<file path="src/rtl/cam_capture_packer.sv">
// Camera capture packer: samples a parallel camera bus in the system clock
// domain, packs byte pairs into 16-bit FIFO words and tracks lines per frame.
// Optional macro CAPTURE_SEQ_CHECK_EN enables the incrementing-byte checker
// driving seq_err; without it seq_err is tied low.
module cam_capture_packer #(
    parameter int unsigned LINE_BYTES = 320,
    parameter int unsigned LINE_W     = 10
) (
    input  logic              clock,
    input  logic              reset,
    input  logic              cam_pclk,
    input  logic              cam_hsync,
    input  logic              cam_vsync,
    input  logic [7:0]        cam_data,
    input  logic              capture_en,
    input  logic              wr_full,
    output logic [15:0]       wr_data,
    output logic              wr_en,
    output logic              frame_done,
    output logic [LINE_W-1:0] line_count,
    output logic              overflow,
    output logic              seq_err
);

    localparam int unsigned CNT_W = $clog2(LINE_BYTES + 1);

    typedef enum logic [1:0] {IDLE, WAIT_FRAME, ACTIVE, DONE} state_e;

    state_e             state_q,      state_d;
    logic [2:0]         pclk_sync_q,  pclk_sync_d;
    logic [2:0]         hsync_sync_q, hsync_sync_d;
    logic [2:0]         vsync_sync_q, vsync_sync_d;
    logic [7:0]         data_s1_q,    data_s1_d;
    logic [7:0]         data_s2_q,    data_s2_d;
    logic               phase_q,      phase_d;
    logic [7:0]         hi_byte_q,    hi_byte_d;
    logic [CNT_W-1:0]   byte_cnt_q,   byte_cnt_d;
    logic [15:0]        wr_data_q,    wr_data_d;
    logic               wr_en_q,      wr_en_d;
    logic               frame_done_q, frame_done_d;
    logic [LINE_W-1:0]  line_count_q, line_count_d;
    logic               overflow_q,   overflow_d;
`ifdef CAPTURE_SEQ_CHECK_EN
    logic               seq_err_q,    seq_err_d;
    logic [7:0]         prev_byte_q,  prev_byte_d;
    logic               have_prev_q,  have_prev_d;
`endif

    logic hsync_s;
    logic pclk_rise;
    logic hsync_fall;
    logic vsync_rise;
    logic vsync_fall;
    logic take_byte;

    // Edge detection on the synchronized camera controls
    assign hsync_s    = hsync_sync_q[1];
    assign pclk_rise  = pclk_sync_q[1]  & ~pclk_sync_q[2];
    assign hsync_fall = ~hsync_sync_q[1] & hsync_sync_q[2];
    assign vsync_rise = vsync_sync_q[1]  & ~vsync_sync_q[2];
    assign vsync_fall = ~vsync_sync_q[1] & vsync_sync_q[2];
    assign take_byte  = pclk_rise & hsync_s & (byte_cnt_q < CNT_W'(LINE_BYTES));

    // Next-state, packing and status logic
    always_comb begin
        state_d      = state_q;
        pclk_sync_d  = {pclk_sync_q[1:0],  cam_pclk};
        hsync_sync_d = {hsync_sync_q[1:0], cam_hsync};
        vsync_sync_d = {vsync_sync_q[1:0], cam_vsync};
        data_s1_d    = cam_data;
        data_s2_d    = data_s1_q;
        phase_d      = phase_q;
        hi_byte_d    = hi_byte_q;
        byte_cnt_d   = byte_cnt_q;
        wr_data_d    = wr_data_q;
        wr_en_d      = 1'b0;
        frame_done_d = 1'b0;
        line_count_d = line_count_q;
        overflow_d   = overflow_q;
`ifdef CAPTURE_SEQ_CHECK_EN
        seq_err_d    = seq_err_q;
        prev_byte_d  = prev_byte_q;
        have_prev_d  = have_prev_q;
`endif

        case (state_q)
            IDLE: begin
                if (capture_en) state_d = WAIT_FRAME;
            end
            WAIT_FRAME: begin
                if (vsync_fall) begin
                    state_d      = ACTIVE;
                    line_count_d = '0;
                    overflow_d   = 1'b0;
                    phase_d      = 1'b0;
                    byte_cnt_d   = '0;
`ifdef CAPTURE_SEQ_CHECK_EN
                    seq_err_d    = 1'b0;
                    have_prev_d  = 1'b0;
`endif
                end
            end
            ACTIVE: begin
                if (take_byte) begin
                    byte_cnt_d = byte_cnt_q + CNT_W'(1);
                    if (!phase_q) begin
                        hi_byte_d = data_s2_q;
                        phase_d   = 1'b1;
                    end else begin
                        phase_d = 1'b0;
                        if (wr_full) begin
                            overflow_d = 1'b1;
                        end else begin
                            wr_en_d   = 1'b1;
                            wr_data_d = {hi_byte_q, data_s2_q};
                        end
                    end
`ifdef CAPTURE_SEQ_CHECK_EN
                    if (have_prev_q && (data_s2_q != (prev_byte_q + 8'd1))) seq_err_d = 1'b1;
                    prev_byte_d = data_s2_q;
                    have_prev_d = 1'b1;
`endif
                end
                // Line end drops any odd byte; count saturates at all-ones
                if (hsync_fall) begin
                    if ((byte_cnt_q != '0) && (line_count_q != '1)) begin
                        line_count_d = line_count_q + LINE_W'(1);
                    end
                    phase_d    = 1'b0;
                    byte_cnt_d = '0;
                end
                if (vsync_rise) begin
                    state_d      = DONE;
                    frame_done_d = 1'b1;
                    phase_d      = 1'b0;
                    byte_cnt_d   = '0;
                end
            end
            DONE: begin
                state_d = capture_en ? WAIT_FRAME : IDLE;
            end
            default: state_d = IDLE;
        endcase
    end

    // State and datapath registers with synchronous active-low reset
    always_ff @(posedge clock) begin
        if (!reset) begin
            state_q      <= IDLE;
            pclk_sync_q  <= '0;
            hsync_sync_q <= '0;
            vsync_sync_q <= '0;
            data_s1_q    <= '0;
            data_s2_q    <= '0;
            phase_q      <= 1'b0;
            hi_byte_q    <= '0;
            byte_cnt_q   <= '0;
            wr_data_q    <= '0;
            wr_en_q      <= 1'b0;
            frame_done_q <= 1'b0;
            line_count_q <= '0;
            overflow_q   <= 1'b0;
`ifdef CAPTURE_SEQ_CHECK_EN
            seq_err_q    <= 1'b0;
            prev_byte_q  <= '0;
            have_prev_q  <= 1'b0;
`endif
        end else begin
            state_q      <= state_d;
            pclk_sync_q  <= pclk_sync_d;
            hsync_sync_q <= hsync_sync_d;
            vsync_sync_q <= vsync_sync_d;
            data_s1_q    <= data_s1_d;
            data_s2_q    <= data_s2_d;
            phase_q      <= phase_d;
            hi_byte_q    <= hi_byte_d;
            byte_cnt_q   <= byte_cnt_d;
            wr_data_q    <= wr_data_d;
            wr_en_q      <= wr_en_d;
            frame_done_q <= frame_done_d;
            line_count_q <= line_count_d;
            overflow_q   <= overflow_d;
`ifdef CAPTURE_SEQ_CHECK_EN
            seq_err_q    <= seq_err_d;
            prev_byte_q  <= prev_byte_d;
            have_prev_q  <= have_prev_d;
`endif
        end
    end

    assign wr_data    = wr_data_q;
    assign wr_en      = wr_en_q;
    assign frame_done = frame_done_q;
    assign line_count = line_count_q;
    assign overflow   = overflow_q;
`ifdef CAPTURE_SEQ_CHECK_EN
    assign seq_err    = seq_err_q;
`else
    assign seq_err    = 1'b0;
`endif

endmodule

</file>
<file path="config.mk">
export PLATFORM = sky130hd
export DESIGN_NAME = cam_capture_packer
export DESIGN_NICKNAME = d
export VERILOG_FILES = /design/src/rtl/cam_capture_packer.sv
export SDC_FILE = /design/constraint.sdc
export NUM_CORES = 1
export LEC_CHECK = 0
export BUFFER_PORTS_ARGS = -buffer_cell sky130_fd_sc_hd__buf_4
export CAP_MARGIN = 20
export CORE_ASPECT_RATIO = 1.2
export CORE_UTILIZATION = 42
export CTS_CLUSTER_DIAMETER = 40
export DETAILED_ROUTE_END_ITERATION = 10
export HOLD_SLACK_MARGIN = 0.15
export SYNTH_ARGS = -nofsm -noshare
export SYNTH_HDL_FRONTEND = slang
export SYNTH_SLANG_ARGS = --single-unit
export TNS_END_PERCENT = 30
</file>
<file path="constraint.sdc">
create_clock -name clock -period 1.9 [get_ports clock]
set_clock_uncertainty 0.2 [all_clocks]
set_input_delay 0.38 -clock clock [delete_from_list [all_inputs] [get_ports clock]]
set_output_delay 0.38 -clock clock [all_outputs]
set_load 0.02 [all_outputs]
</file>
; Word-level counts from Yosys, hierarchy flattened
; Index checks and enable logic that the tools add are counted.
; W data, S select, Z words.
[classes]
addsub = 2
mul = 0
div_mod_pow = 0
n_lt_le_gt_ge = 1
n_eq_ne = 13
shift = 0
muxes = 26
bitwise = 12
n_reduce_logical = 12
[ops]
columns = operator, n
row1 = $mux W9, 4
row2 = $mux W10, 3
row3 = $pmux W10 S2, 1
row4 = $pmux W9 S2, 1
row5 = $ne A2 B2 Y1 const B, 8
row6 = $reduce_and A4 Y1, 3
row7 = $mux W1, 11
row8 = $add A10 B1 Y10 const B, 1
row9 = $ne A10 B10 Y1 const B, 1
row10 = $add A9 B1 Y9 const B, 1
row11 = $lt A9 B9 Y1 const B, 1
row12 = $reduce_and A3 Y1, 3
row13 = $reduce_bool A9 Y1, 1
row14 = $pmux W2 S4, 1
row15 = $and A1 B1 Y1, 6
row16 = $mux W2, 3
row17 = $not A1 Y1, 6
row18 = $reduce_and A5 Y1, 1
row19 = $eq A2 B2 Y1 const B, 2
row20 = $ne A4 B4 Y1 const B, 1
row21 = $pmux W1 S2, 2
row22 = $eq A2 B1 Y1 const B, 1
row23 = $logic_not A2 Y1, 1
row24 = $reduce_and A2 Y1, 1
row25 = other kinds (2), 2
[totals]
regBits = 74
latch_bits = 0
mem_bits_rw = 0
rom_bits = 0
in_bits = 15
out_inout_bits = 30
word_cells = 80
n_memories = 0

; Depth between registers and ports, before layout
; Gate-level depths: netlist of run 1.
[depth]
word_depth = 8
ltp_mapped = 8
depth_no_buf = 7

; Worst setup path after synthesis of run 1
; OpenSTA, ideal clock, no wires.
[synth_timing]
path_type = reg-to-reg
startpoint = register state_q[1]
endpoint = register byte_cnt_q[5]
setup_time_ps = 71
arrival_ps = 1710
t_required_ps = 1629
setup_slack_ps = -82
stages_incl_launch_ff = 7
path_buffers = 0
period_less_slack_ps = 1982
path_cell_list = dfxtp_1 > inv_1 > ha_1 > a21boi_4 > o21ai_4 > or4_1 > a21oi_1
[synth_between]
elab_chain_cells = 3
elab_cells_between_ends = 7
classes_between = eq/ne (4) / mux (1) / reduce/logical (2)
[synth_lines]
columns = item, line
row1 = start: declaration, 29  ; state_e state_q, state_d;
row2 = start signal: assignment, 169  ; state_q <= state_d;
row3 = $eq A2 B2 Y1 / $eq A2 B1 Y1 (equally long branches), 86  ; case (state_q)
row4 = "$ne A4 B4 Y1 (no line), or another cell as far along", n/a
row5 = $reduce_and A3 Y1 (no line), n/a
row6 = end signal: assignment, 177  ; byte_cnt_q <= byte_cnt_d;
row7 = end: declaration, 37  ; logic [CNT_W-1:0] byte_cnt_q, byte_cnt_d;
; Several ways; a longest one is shown, not always the timed one.
; A chain may end at the register's enable or synchronous reset.

; Final worst setup path of run 1
[layout_timing]
startpoint = register state_q[0]
endpoint = register byte_cnt_q[5]
; The elaborated chain is that of the path after synthesis.

==> impl_metrics.csv, run 1 <==
group,metric,value,unit
clock_tree,cts.sinks,74,
synth,synth_edf_count,0,
route,post_drt_wl_per_cell,13.5,um
sta,fmax,508,MHz
floorplanning,die_h,93.9,um
power_and_ir_drop,powerDensity,904,mW/mm2
grt,grt_pass1_wl,11.3,mm
clock_tree,cts_max_level,3,
status,violations,"negative setup slack",
synth,avgSynthCellArea,9.07,um2
clock_tree,cts_tree,"built",
critical_path,path_cells,"inv_2 -> ha_4 -> a21boi_4 -> o21ai_4 -> or4_4 -> a21oi_2",
synth,syn_inst,326,
clock_tree,cts.path.max_buffers,2,
sta,slew_violations,0,
cells_and_area,post-route-util,58.9,%
grt,antenna_found_initial,0,
synth,synthTopCellsByArea,"dfxtp_1 (50%), nand3_1 (5.8%), and2_1 (5.7%)",
synth,ys.flop_type,"dfxtp_1",
grt,overflow,0,
critical_path,max_stage_delay,520,ps
floorplanning,initial_utilization,43.4,%
synth,netlist_area,0.00296,mm2
route,dr_total_vias,2554,
power_and_ir_drop,power_leakage,0.00164,uW
floorplanning,rows,33,
job,max-cap-violations,0,
synth,async_flop_share,0,%
grt,grt_max_degree,62,
floorplanning,die_area,0.00738,mm2
grt,groute.usage.overall,19.6,%
placement,dp.final_hpwl,4.58,mm
route,dr.first_iter.drc_count,79,
cells_and_area,antenna_cells,0,
synth,synth_nets,348,
route,vias_per_cell,5.09,
grt,grt_pass1_vias,2501,
critical_path,arrival,2050,ps
status,outcome,"complete, but fails checks",
synth,synth_top_cell_area_share,50.1,%
critical_path,setup.worst_path.class,"reg2reg",
critical_path,critPathSlowestCell,"or4_4",
critical_path,cp_data_required_time,1980,ps
critical_path,cp-start-kind,"flip-flop",
placement,port_buffers,43,
synth,yosys.area.top_type,"dfxtp_1",
critical_path,crit_path_end_kind,"flip-flop",
clock_tree,clk_latency,340,ps
route,wirelength,6.76,mm
synth,ys_seq_elements,74,
floorplanning,fp.dieW,78.6,um
floorplanning,core,0.00681,mm2
floorplanning,pin_count,45,
sta,setup-violations-final,6,
critical_path,critPathMaxFanout,6,
clock_tree,cts_buffers,9,
sta,grt_setup_unrepaired,"true",
cells_and_area,area_delta_synth_final,35.7,%
synth,ys_seq_area_share,50.1,%
synth,ys_warn_count,0,
sta,fin_crit_sh,104,%
cells_and_area,n_fill_cell,627,
sta,min_period,1970,ps
placement,post-place-ws,-165,ps
placement,place_congestion,0.839,
sta,timing.final.ws_setup,-68.7,ps
sta,tns,-202,ps
sta,timing.hold.ws,181,ps
clock_tree,clk_pin_slew,80,ps
sta,hold_viol_final,0,
power_and_ir_drop,power,3630,uW
route,ant_nets,0,
synth,ys_types,50,
route,drtPass1Iterations,4,
route,drc,0,
worst_hold_path,hp-class,"in2reg",
clock_tree,clockRootBuffer,"clkbuf_8",
cells_and_area,nets,432,
cells_and_area,drive_above_1_share,31.1,%
power_and_ir_drop,ir_worst_vdd,512,uV
-- critical path, delay by kind of cell (launching register included) --
kind / cells / cell delay (ps)
AOI/OAI and AO/OA: 3 / 490
adders and majority gates: 1 / 270
buffers and inverters: 1 / 70
DFF: 1 / 360
and+or+nand+nor: 1 / 520
-- flip-flops by register name (all words and copies together) (netlist names) --
register	count
byte_cnt_q	9
data_s1_q	8
data_s2_q	8
frame_done	1
hi_byte_q	8
hsync_sync_q	3
line_count	10
overflow	1
pclk_sync_q	3
phase_q	1
state_q	2
vsync_sync_q	3
wr_data	16
wr_en	1
-- what timing repair did --
| action | 4_1_cts | 5_1_grt |
|---|---|---|
| endpoints found under the hold margin | 11 | 1 |
| setup buffers | 0 | 4 |
| hold buffers | 11 | 1 |
| setup endpoints to repair | 13 | 38 |
| pin swaps | 6 | 4 |
| gates resized for setup | 6 | 21 |
-- cells in the mapped netlist (2+ instances only) --
master,n
nand2_1,38
and2_1,27
nand3_1,34
o31ai_1,2
xor2_1,2
o21ai_0,23
nand2b_1,3
a31oi_1,2
or3_1,4
ha_1,7
mux2i_1,9
nor3_1,3
or4_1,6
clkbuf_2,2
o211ai_1,5
dfxtp_1,74
or3_2,2
inv_1,6
nor2_1,19
a211oi_1,3
buf_1,2
a21boi_0,2
a21oi_1,10
nand3b_1,2
buf_2,3
nand4_1,4
clkbuf_1,9
-- per-stage QoR --
stage	instances	cell area, um2
2_1_floorplan	326	2970
3_3_place_gp	470	3590
3_5_place_dp	470	3590
4_1_cts	497	3910
5_1_grt	502	4010
6_report	502	4010
-- where the power goes --
part	switching [uW]	internal [uW]
sequential	29.3	1600
clock	619	491
combinational	473	416
total	1120	2500
-- path summary, 6_finish.rpt --
| kind | start | to | slack [ps] | cells past startpoint |
|---|---|---|---|---|
| setup reg to reg | state_q[0]$_SDFFE_PN0P_ | byte_cnt_q[5]$_SDFFE_PN0P_ | -70 | 6 |
| setup / recovery | state_q[0]$_SDFFE_PN0P_ | byte_cnt_q[5]$_SDFFE_PN0P_ | -70 | 6 |
| hold reg to reg | data_s1_q[0]$_SDFF_PN0_ | data_s2_q[0]$_SDFF_PN0_ | 230 | 1 |
| hold / removal | reset | line_count[3]$_SDFFE_PN0P_ | 180 | 3 |
-- cells in the final DEF, fill, tap and decap left out, types with 5 or more instances in the layout --
master / count
dlygate4sd3_1: 12
clkbuf_8: 9
o21ai_0: 21
and2_1: 27
ha_1: 5
mux2i_1: 8
dfxtp_1: 67
nand2_1: 37
a21oi_1: 6
dfxtp_2: 7
buf_4: 76
o211ai_1: 5
nand3_1: 33
or4_1: 5
nor2_1: 18
-- metal layers --
metal  track usage, %  vias to the layer above  routed length [um]
met3             3.79                       14                 236
met2             34.4                       58                3380
met5                0                        -                   0
met4             9.41                        0                 150
li1                 -                     1303                   -
met1             22.7                     1179                2990
-- logic make-up after synthesis --
logic type / count (synthesis) / synth area share [%]
other: 1 / 0.127
multiplexers: 9 / 3.05
buffers and inverters: 25 / 3.77
XOR/XNOR: 3 / 0.889
adder cells (fa/ha/maj): 7 / 2.96
AO/OA/AOI/OAI: 58 / 12.8
AND/OR/NAND/NOR: 149 / 26.3
flip-flops: 74 / 50.1
-- layout make-up --
class	instances	area (um2)	area share [%]
sequential	74	1490	37.1
multi-input combinational	227	1460	36.4
clock buffer	9	124	3.09
tap	87	109	2.71
clock inverter	7	58.8	1.47
inverter	7	26.3	0.655
timing repair buffer	91	742	18.5
(Power assumes the default switching activity.)
==> inputs of run 2 (changes only) <==
clock period = 1.8 ns   (was 1.9 ns; I/O delays follow)
==> impl_metrics.csv, run 2 (synthesis gave the netlist of run 1 again) <==
group,metric,value,unit
cells_and_area,final_common_cell,"buf_4",
sta,hold_viol_final,0,
power_and_ir_drop,sw_frac_of_total,29.5,%
critical_path,cp-start-kind,"flip-flop",
grt,grt_pass1_vias,2386,
critical_path,critPathSlowestCell,"or4_4",
sta,min_period,1900,ps
critical_path,cp_data_required_time,1880,ps
power_and_ir_drop,internal-power,2860,uW
cells_and_area,antenna_cells,0,
critical_path,crit_cells,6,
floorplanning,die_area,0.00738,mm2
power_and_ir_drop,ir_worst_vdd,653,uV
critical_path,r2r-end,"byte_cnt_q[5]$_SDFFE_PN0P_",
floorplanning,core,0.00681,mm2
critical_path,crit_end,"byte_cnt_q[5]$_SDFFE_PN0P_",
clock_tree,cts.path.max_buffers,2,
floorplanning,pin_count,45,
placement,port_buffers,43,
critical_path,reg2reg_slack,-100,ps
clock_tree,clockRootBuffer,"clkbuf_8",
floorplanning,initial_utilization,43.4,%
floorplanning,die_h,93.9,um
floorplanning,rows,33,
cells_and_area,largest_reg_flops,16,
sta,fmax,526,MHz
sta,setup-violations-final,11,
clock_tree,cts.sinks,74,
cells_and_area,drive_above_1_share,34.8,%
cells_and_area,multiInputGateArea,0.00150,mm2
critical_path,path_cells,"inv_2 -> ha_4 -> a21boi_4 -> o21ai_4 -> or4_4 -> a21oi_2",
power_and_ir_drop,pwr-share-comb,24.8,%
grt,grt_max_degree,62,
status,violations,"negative setup slack",
critical_path,crit_family,"simple AND/OR/NAND/NOR gates",
route,dr.first_iter.drc_count,90,
power_and_ir_drop,seqPwrFrac,42.2,%
clock_tree,cts_tree,"built",
sta,tns,-660,ps
placement,dp.final_hpwl,4.42,mm
clock_tree,clk_pin_slew,90,ps
cells_and_area,nets,440,
worst_hold_path,hp-class,"in2reg",
route,post_drt_wl_per_cell,13.4,um
placement,placed_area,0.00362,mm2
critical_path,crit_path_end_kind,"flip-flop",
placement,post-place-ws,-181,ps
status,outcome,"complete, but fails checks",
placement,place_congestion,0.857,
grt,antenna_found_initial,0,
grt,overflow,0,
critical_path,reg2reg_depth,6,
cells_and_area,final_cell_mix,"buf_4 (78), dfxtp_1 (62), nand2_1 (37)",
power_and_ir_drop,powerDensity,964,mW/mm2
sta,slew_violations,0,
cells_and_area,n_fill_cell,603,
grt,grt_pass1_wl,10.9,mm
grt,groute.usage.overall,19.0,%
clock_tree,cts_buffers,9,
critical_path,arrival,1980,ps
critical_path,max_stage_delay,490,ps
job,max-cap-violations,0,
clock_tree,cts_max_level,3,
route,drc,0,
critical_path,path_buf_inv,1,
power_and_ir_drop,power_switching,1200,uW
route,ant_nets,0,
clock_tree,clk_latency,340,ps
power_and_ir_drop,power_leakage,0.00173,uW
route,vias_per_cell,5.12,
floorplanning,fp.dieW,78.6,um
route,drtPass1Iterations,4,
cells_and_area,final_area,0.00421,mm2
sta,timing.final.ws_setup,-102,ps
power_and_ir_drop,pwr-share-clk,33.0,%
route,dr_total_vias,2611,
cells_and_area,area_delta_synth_final,42.3,%
critical_path,r2r_start,"state_q[0]$_SDFFE_PN0P_",
route,wirelength,6.84,mm
critical_path,setup.worst_path.class,"reg2reg",
sta,fin_crit_sh,106,%
cells_and_area,regArea,0.00150,mm2
critical_path,critPathMaxFanout,7,
sta,grt_setup_unrepaired,"true",
critical_path,crit_start,"state_q[0]$_SDFFE_PN0P_",
==> run 2: changes by cell type in the layout (fill, tap and decap cells not counted), moves of 2 or more <==
cell,previous run,this run
dfxtp_1,67,62
clkbuf_16,0,3
dfxtp_4,0,3
buf_4,76,78
buf_6,1,3
dfxtp_2,7,9
nand3_1,33,31
nand3_2,1,3
==> run 2: worst register-to-register path: cells and delay by family, from the launching register on <==
family	cells	cell delay (ps)
buf+inv	1	60
compound gates	3	460
simple gates	1	490
flops	1	360
fa+ha+maj	1	270
==> run 2: worst min path at each step <==
| stage | from | to | slack [ps] | depth (start not counted) |
|---|---|---|---|---|
| global route | reset | line_count[3]$_SDFFE_PN0P_ | 170 | 3 |
| finish | reset | line_count[3]$_SDFFE_PN0P_ | 170 | 3 |
| global placement | data_s1_q[3]$_SDFF_PN0_ | data_s2_q[3]$_SDFF_PN0_ | 210 | 1 |
| CTS | reset | line_count[3]$_SDFFE_PN0P_ | 160 | 3 |
| floorplan | data_s1_q[0]$_SDFF_PN0_ | data_s2_q[0]$_SDFF_PN0_ | 210 | 1 |
| detailed placement | hsync_sync_q[0]$_SDFF_PN0_ | hsync_sync_q[1]$_SDFF_PN0_ | 220 | 1 |
==> run 2: area by class of cell <==
| class | count | share of cell area [%] |
|---|---|---|
| timing repair buffer | 99 | 20.5 |
| tap | 87 | 2.59 |
| sequential | 74 | 35.7 |
| clock inverter | 6 | 1.69 |
| multi-input combinational | 227 | 35.5 |
| inverter | 7 | 0.624 |
| clock buffer | 10 | 3.27 |
==> run 2: power groups by stage <==
stage | registers, uW | logic, uW | clock network, uW
2_1_floorplan | 1750 | 495 | 0
3_3_place_gp | 1750 | 845 | 0
3_5_place_dp | 1750 | 852 | 0
4_1_cts | 1710 | 934 | 1370
5_1_grt | 1720 | 1100 | 1450
6_report | 1710 | 1010 | 1340
==> run 2: metrics by stage <==
step / total power, uW / hold slack (ps) / utilization, % / std cells
2_1_floorplan: 2240 / 212 / - / 326
3_3_place_gp: 2590 / 214 / 53.1 / 473
3_5_place_dp: 2610 / 217 / 53.1 / 473
4_1_cts: 4010 / 159 / 59.8 / 504
5_1_grt: 4260 / 166 / 61.8 / 510
6_report: 4050 / 169 / 61.8 / 510
==> run 2: repair_timing <==
action	in CTS	in global routing
hold buffers	13	0
buffers inserted	2	3
setup endpoints to repair	43	47
endpoints found under the hold margin	12	0
gates resized for setup	25	11
pin swaps	10	4
gates cloned	0	3
==> run 2: routing by layer <==
metal	wire (um)	up-vias	GRT usage, %
met5	0	-	0
met4	145	0	8.95
met3	283	11	4.37
met2	3490	71	32.7
met1	2920	1214	22.2
li1	-	1315	-
==> inputs of run 3 (changes only) <==
REMOVE_ABC_BUFFERS = 1   (was not set)
SKIP_CTS_REPAIR_TIMING = 1   (was not set)
clock period = 2 ns   (was 1.8 ns; I/O delays follow)
==> impl_metrics.csv, run 3 (synthesis gave the netlist of run 1 again) <==
group,metric,value,unit
status,outcome,"complete, but fails checks",
status,violations,"negative setup slack",
critical_path,cp_data_required_time,2090,ps
sta,slew_violations,0,
power_and_ir_drop,power,3640,uW
placement,post-place-ws,-49.4,ps
critical_path,setup.worst_path.class,"reg2reg",
power_and_ir_drop,internal-power,2630,uW
route,dr_total_vias,2526,
route,ant_nets,0,
floorplanning,fp.dieW,78.6,um
placement,dpl.cell_count,464,
cells_and_area,area_delta_synth_final,33.8,%
route,drtPass1Iterations,4,
grt,grt_pass1_wl,10.3,mm
cells_and_area,drive_above_1_share,29.0,%
route,drc,0,
placement,dp.final_hpwl,4.12,mm
critical_path,reg2reg_depth,7,
sta,fin_crit_sh,101,%
floorplanning,rows,33,
clock_tree,cts.sinks,74,
power_and_ir_drop,pwr-share-comb,22.1,%
cells_and_area,stdcell_count,494,
clock_tree,clockRootBuffer,"clkbuf_8",
sta,tns,-13.9,ps
sta,grt_setup_unrepaired,"true",
sta,hold_viol_final,0,
critical_path,cp-start-kind,"flip-flop",
power_and_ir_drop,powerDensity,920,mW/mm2
cells_and_area,antenna_cells,0,
grt,grt_max_degree,58,
power_and_ir_drop,seqPwrFrac,42.2,%
sta,timing.final.ws_setup,-13.9,ps
clock_tree,clk_pin_slew,80,ps
worst_hold_path,hp-class,"in2reg",
floorplanning,initial_utilization,43.4,%
worst_hold_path,hold_depth,2,
critical_path,crit_path_end_kind,"flip-flop",
grt,overflow,0,
cells_and_area,nets,424,
job,max-cap-violations,0,
clock_tree,cts_tree,"built",
sta,fmax,497,MHz
floorplanning,core,0.00681,mm2
sta,worstMarginPinSlew,513,ps
route,post_drt_wl_per_cell,12.8,um
sta,maxSlewHeadroom,65.7,%
clock_tree,clk_latency,350,ps
route,vias_per_cell,5.11,
power_and_ir_drop,power_switching,1010,uW
placement,place_congestion,0.881,
critical_path,critPathSlowestCell,"o41ai_1",
clock_tree,cts_max_level,3,
floorplanning,die_h,93.9,um
grt,groute.usage.overall,18.1,%
route,wirelength,6.34,mm
floorplanning,pin_count,45,
power_and_ir_drop,pwr-share-clk,35.7,%
cells_and_area,final_cell_mix,"dfxtp_1 (71), buf_4 (71), nand2_1 (35)",
power_and_ir_drop,ir_worst_vdd,670,uV
power_and_ir_drop,power_leakage,0.00161,uW
clock_tree,cts_buffers,9,
cells_and_area,largest_reg_flops,16,
sta,timing.hold.ws,188,ps
grt,grt_pass1_vias,2260,
clock_tree,cts.path.max_buffers,2,
power_and_ir_drop,sw_frac_of_total,27.8,%
grt,antenna_found_initial,0,
route,dr.first_iter.drc_count,97,
critical_path,max_stage_delay,400,ps
sta,min_period,2010,ps
critical_path,arrival,2100,ps
sta,setup-violations-final,1,
placement,port_buffers,43,
floorplanning,die_area,0.00738,mm2
critical_path,critPathMaxFanout,4,
critical_path,path_cells,"inv_1 -> ha_1 -> nor4b_2 -> a21oi_2 -> nand3_1 -> o41ai_1 -> a41o_1",
run 3: cell count changes in the layout (fill, tap and decap cells not counted), sizes merged:
cell and change:
buf -11, clkbuf -3, dlygate4sd3 -2, bufinv +1
inv -1
run 3: through the flow:
stage               cell area (um2)  util [%]
floorplan                      2870         -
global placement               3510      51.5
global route                   3960      58.1
detailed placement             3510      51.5
finish                         3960      58.1
CTS                            3740      54.9
run 3: final timing paths:
check                                  start                         end  slack, ps
setup / recovery  byte_cnt_q[0]$_SDFFE_PN0P_  line_count[2]$_SDFFE_PN0P_        -10
hold / removal                         reset  byte_cnt_q[7]$_SDFFE_PN0P_        190
setup reg to reg  byte_cnt_q[0]$_SDFFE_PN0P_  line_count[2]$_SDFFE_PN0P_        -10
hold reg to reg      data_s1_q[6]$_SDFF_PN0_     data_s2_q[6]$_SDFF_PN0_        230
run 3: layout make-up:
cell class                 instances  area [um2]
clock buffer                      10         138
clock inverter                     6        88.8
inverter                           7        26.3
multi-input combinational        227        1450
tap                               87         109
timing repair buffer              83         663
sequential                        74        1490
fill                             616        2860
run 3: routing by layer:
metal	vias up	wire, um	share of wire (%)	track usage (%)
li1	1285	-	-	-
met1	1170	2830	45	21.4
met2	60	3120	49	29.9
met3	11	268	4.2	5.15
met4	0	114	1.8	9.10
met5	-	0	0	0
run 3: critical path: cells and delay by family (launching register included):
family                     cells  cell delay (ps)
AOI/OAI and AO/OA              3              790
buffers and inverters          1               50
DFF                            1              330
and+or+nand+nor                2              380
adders and majority gates      1              200
run 3: power groups by stage:
stage	clock network (uW)	registers, uW	logic [uW]
after floorplan	0	1570	401
after global placement	0	1560	725
after detailed placement	0	1560	722
after CTS	1340	1530	725
after global routing	1400	1540	877
final	1300	1540	802
